[src/rtl/servo_pwm_bank.sv]
// Multi-channel RC-servo PWM bank driven from the 8051 P1 (address/strobe) and P2 (data) ports.
// Positions are double-buffered: writes land in a shadow copy that goes live at each frame wrap.
module servo_pwm_bank #(
   parameter int unsigned NUM_CH    = 5,
   parameter int unsigned TICK_DIV  = 50,
   parameter int unsigned FRAME_US  = 20000,
   parameter int unsigned MIN_US    = 500,
   parameter int unsigned STEP_US   = 8,
   parameter int unsigned RESET_POS = 128
) (
   input  logic              clk,
   input  logic              reset,
   input  logic [7:0]        port_addr_i,
   input  logic [7:0]        port_data_i,
   output logic [NUM_CH-1:0] pwm_o,
   output logic              frame_start_o,
   output logic              wr_ack_o
);

   localparam int unsigned    PW         = (TICK_DIV > 1) ? $clog2(TICK_DIV) : 1;
   localparam logic [PW-1:0]  PRESC_LAST = PW'(TICK_DIV - 1);
   localparam logic [14:0]    FRAME_LAST = 15'(FRAME_US - 1);
   localparam logic [14:0]    MIN_W      = 15'(MIN_US);
   localparam logic [14:0]    STEP_W     = 15'(STEP_US);
   localparam logic [7:0]     RST_POS    = 8'(RESET_POS);
   localparam logic [3:0]     NCH4       = 4'(NUM_CH);

   logic [PW-1:0]     presc_q, presc_d;
   logic [14:0]       us_cnt_q, us_cnt_d;
   logic              strobe_q;
   logic              arm_q;
   logic [7:0]        shadow_q [NUM_CH];
   logic [7:0]        shadow_d [NUM_CH];
   logic [7:0]        active_q [NUM_CH];
   logic [7:0]        active_d [NUM_CH];
   logic [14:0]       width    [NUM_CH];
   logic [NUM_CH-1:0] pwm_q, pwm_d;
   logic              frame_start_q, frame_start_d;
   logic              wr_ack_q, wr_ack_d;

   logic              tick;
   logic              wrap;
   logic [2:0]        wr_idx;
   logic              wr_ev;
   logic              wr_ok;

   always_comb begin
      tick   = (presc_q == PRESC_LAST);
      wrap   = tick && (us_cnt_q == FRAME_LAST);
      wr_idx = port_addr_i[2:0];
      // arm_q blocks a strobe that is already high when reset releases
      wr_ev  = port_addr_i[7] & ~strobe_q & arm_q;
      wr_ok  = wr_ev && ({1'b0, wr_idx} < NCH4);

      presc_d       = tick ? '0 : presc_q + PW'(1);
      us_cnt_d      = wrap ? '0 : (tick ? us_cnt_q + 15'd1 : us_cnt_q);
      frame_start_d = wrap;
      wr_ack_d      = wr_ok;

      pwm_d = '0;
      for (int unsigned ch = 0; ch < NUM_CH; ch++) begin
         shadow_d[ch] = (wr_ok && (wr_idx == 3'(ch))) ? port_data_i : shadow_q[ch];
         active_d[ch] = wrap ? shadow_q[ch] : active_q[ch];
         width[ch]    = MIN_W + 15'(active_q[ch]) * STEP_W;
         pwm_d[ch]    = (us_cnt_q < width[ch]);
      end
   end

   always_ff @(posedge clk or posedge reset) begin
      if (reset) begin
         presc_q       <= '0;
         us_cnt_q      <= '0;
         strobe_q      <= 1'b0;
         arm_q         <= 1'b0;
         pwm_q         <= '0;
         frame_start_q <= 1'b0;
         wr_ack_q      <= 1'b0;
         for (int unsigned ch = 0; ch < NUM_CH; ch++) begin
            shadow_q[ch] <= RST_POS;
            active_q[ch] <= RST_POS;
         end
      end else begin
         presc_q       <= presc_d;
         us_cnt_q      <= us_cnt_d;
         strobe_q      <= port_addr_i[7];
         arm_q         <= arm_q | ~port_addr_i[7];
         pwm_q         <= pwm_d;
         frame_start_q <= frame_start_d;
         wr_ack_q      <= wr_ack_d;
         for (int unsigned ch = 0; ch < NUM_CH; ch++) begin
            shadow_q[ch] <= shadow_d[ch];
            active_q[ch] <= active_d[ch];
         end
      end
   end

   assign pwm_o         = pwm_q;
   assign frame_start_o = frame_start_q;
   assign wr_ack_o      = wr_ack_q;

endmodule

[config.mk]
export PLATFORM = sky130hd
export DESIGN_NAME = servo_pwm_bank
export DESIGN_NICKNAME = d
export VERILOG_FILES = /design/src/rtl/servo_pwm_bank.sv
export SDC_FILE = /design/constraint.sdc
export NUM_CORES = 1
export LEC_CHECK = 0
export BUFFER_PORTS_ARGS = -buffer_cell sky130_fd_sc_hd__buf_2
export CAP_MARGIN = 20
export CORE_MARGIN = 1.5
export CORE_UTILIZATION = 25
export DETAILED_ROUTE_END_ITERATION = 7
export GPL_ROUTABILITY_DRIVEN = 0
export RECOVER_POWER = 25
export SYNTH_ARGS = -nofsm -noshare
export SYNTH_HDL_FRONTEND = slang
export SYNTH_SLANG_ARGS = --single-unit
[constraint.sdc]
create_clock -name clk -period 6.05 [get_ports clk]
set_clock_uncertainty 0.05 [all_clocks]
set_input_delay 0.9075 -clock clk [delete_from_list [all_inputs] [get_ports clk]]
set_output_delay 0.9075 -clock clk [all_outputs]
set_load 0.01 [all_outputs]
==> results.cfg <==
[setup_path]
end_kind = asynchronous set/reset pin
crit_chain = buf_2 > clkinvlp_2 > buf_4
cp_max_fo = 74
slowest_delay_ns = 1.81
reg2reg_depth = 7
reg2reg_slack_ns = 2.91
worstPathRequired_ns = 6.45
slowest_stage = clkinvlp_2
rr_startpoint = presc_q[1]
crit_type = primary input to asynchronous set/reset pin
r2r_end = active_q[28]
critical_path_arrival_ns = 3.54
start_kind = primary input

[route]
drtIter0Drc = 163
drt-wirelength-per-cell_microns = 14.4
detail-route-antenna-nets = 0
vias = 3634
wl_microns = 11500
viasPerCell = 4.57
drc = 0
drt_first_pass_iters = 4

[sta]
slew_viol_final = 75
period_needed_ns = 3.14
setup_slack_ns = 2.91
rsz0062_at_grt = no
slew_headroom_pct = -117
fmax_mhz = 319
hold_slack_ns = 0.423
worst_pin_slew_ns = 3.24
tns_ns = 0
finalCritPeriodShare_pct = 51.8
setup_viol = 0
hold_viol = 0

[cts]
htreeDepth = 3
cts_tree = built
cts_sinks = 110
clk_pin_slew_ns = 0.08
post_cts_buffers = 0
cts-resized-gates = 0
cts.path.max_buffers = 2
clk-insertion-delay-late_ns = 0.36
numCtsBuffers = 9
clock-root-buffer = clkbuf_16
postCtsHoldBufs = 0

[place]
portBuffers = 20
dp_hpwl_microns = 8140
dpl_worst_slack_ns = 2.93

[logic_synthesis]
syn_avg_cell_area_sq_um = 12.0
synth_top_family_by_area = multiplexers
yosysSeqAreaShare_pct = 47.9
synth-simple-area-share_pct = 11.0
synth_nets = 551
synth_seq_cells = 110
synth_fa_ha_area_share_pct = 11.5
synth-compound-area-share_pct = 5.47
ys_types = 44
synth_top_area_cell = dfrtp_1
synth_warnings = 0
syn_inst = 480
synth-xor-area-share_pct = 5.92
synth_area_sq_mm = 0.00577
synth_common_cells = dfrtp_1, ha_1, mux2_2
yosys-top-cells-area = dfrtp_1, ha_1, mux2_2, mux2_1, dfstp_2
yosysMostFrequentCell = dfrtp_1
yosys.area.top_type_share_pct = 43.4
ys_dominant_reg_cell = dfrtp_1
ys_async_sr_fraction_pct = 100
muxShareOfSynthArea_pct = 16.1
synth_edf_count = 0

[floorplanning]
die_h_microns = 155
dieArea_sq_mm = 0.0240
die_x_microns = 155
num_io_pins = 25
rows = 55
core_sq_mm = 0.0226
initial_core_util_pct = 25.5

[power]
p_leak_nw = 3.04
irDropWorstVdd_mv = 0.202
p_per_area_mw_per_mm2 = 236
power_mw = 1.53

[global_route]
track_usage_pct = 10.4
grt_pass1_vias = 3555
grt_use_met2_pct = 16.5
grt_pass1_wl_microns = 19400
grt_max_degree = 75
antenna_found_initial = 0
top_usage_layer = met2
gr-total-overflow = 0
grt_util_met1_pct = 14.1
use_met3_pct = 2.92

[layout]
nets = 576
drive_above_1_share_pct = 18.8
area_delta_synth_final_pct = 12.4
diodes = 0
num-fill-cells = 2300

[min_path]
hold_start = shadow_q[25]
holdPathEnd = active_q[25]
holdCritPathClass = register to register
worstHoldPathCells = 1

[outcome]
status = finished with violations
violations = max-capacitance violations, max-slew violations

[run]
cap_viol_max_count = 1
## kinds of logic after synthesis
kind of cell,count (synthesis)
AND/OR/NAND/NOR,118
flip-flops,110
adder cells (fa/ha/maj),53
XOR/XNOR,39
multiplexers,83
AO/OA/AOI/OAI,49
buffers and inverters,28
## layout make-up
cell class | instances | area, sq um | share of cell area [%]
multi-input cells | 342 | 2880 | 44.4
flip-flops and latches | 110 | 2770 | 42.6
clock buffers | 10 | 229 | 3.53
well taps | 285 | 357 | 5.50
clock inverters | 6 | 68.8 | 1.06
inverters | 20 | 76.3 | 1.18
repair buffers | 22 | 113 | 1.74
## where the power goes
group / leakage [nW] / internal, mW / total [mW] / switching, mW
combinational: 1.50 / 0.0515 / 0.0892 / 0.0377
sequential: 1.39 / 0.805 / 0.835 / 0.0296
clock: 0.143 / 0.325 / 0.605 / 0.281
total: 3.04 / 1.18 / 1.53 / 0.348
## worst max path at each step
stage | start | to | cells past startpoint
final | reset | active_q[15] | 3
after global routing | reset | active_q[14] | 3
after CTS | presc_q[1] | active_q[28] | 7
after detailed placement | presc_q[1] | active_q[28] | 7
after global placement | presc_q[1] | active_q[28] | 7
after floorplan | reset | active_q[0] | 1
## through the flow
| stage | area, sq um | instances | utilization [%] |
|---|---|---|---|
| 5_1_grt | 6490 | 795 | 28.7 |
| 3_3_place_gp | 6200 | 779 | 27.4 |
| 6_report | 6490 | 795 | 28.7 |
| 3_5_place_dp | 6200 | 779 | 27.4 |
| 2_1_floorplan | 5770 | 480 | - |
| 4_1_cts | 6490 | 795 | 28.7 |
## routing by layer
metal	wire length, microns	up-vias	part of all wire (%)
met5	0	-	0
met2	5290	48	46
met3	414	13	3.6
met1	5660	1787	49
li1	-	1786	-
met4	126	0	1.1
## worst max-delay path: cells and delay by family
kind	cells	cell delay (ns)
buf+inv	3	2.58
## layout by cell type (no fill, tap or decap), drive strengths merged, types with 13 or more instances in the layout
master  Yosys  layout
dfrtp     100     100
mux2       80      80
ha         53      53
nor2       29      29
xnor2      26      26
inv        20      21
nand2      20      20
buf         5      20
nand3      17      17
xor2       13      13
o21ai      13      13
nor3       13      13
## state kept, by name, summed over array words and instances, names as in the netlist
| register | flops |
|---|---|
| frame_start_o | 1 |
| pwm_o | 5 |
| strobe_q | 1 |
| arm_q | 1 |
| wr_ack_o | 1 |
| presc_q | 6 |
| active_q | 40 |
| us_cnt_q | 15 |
| shadow_q | 40 |
Power figures use the tool's default switching activity.
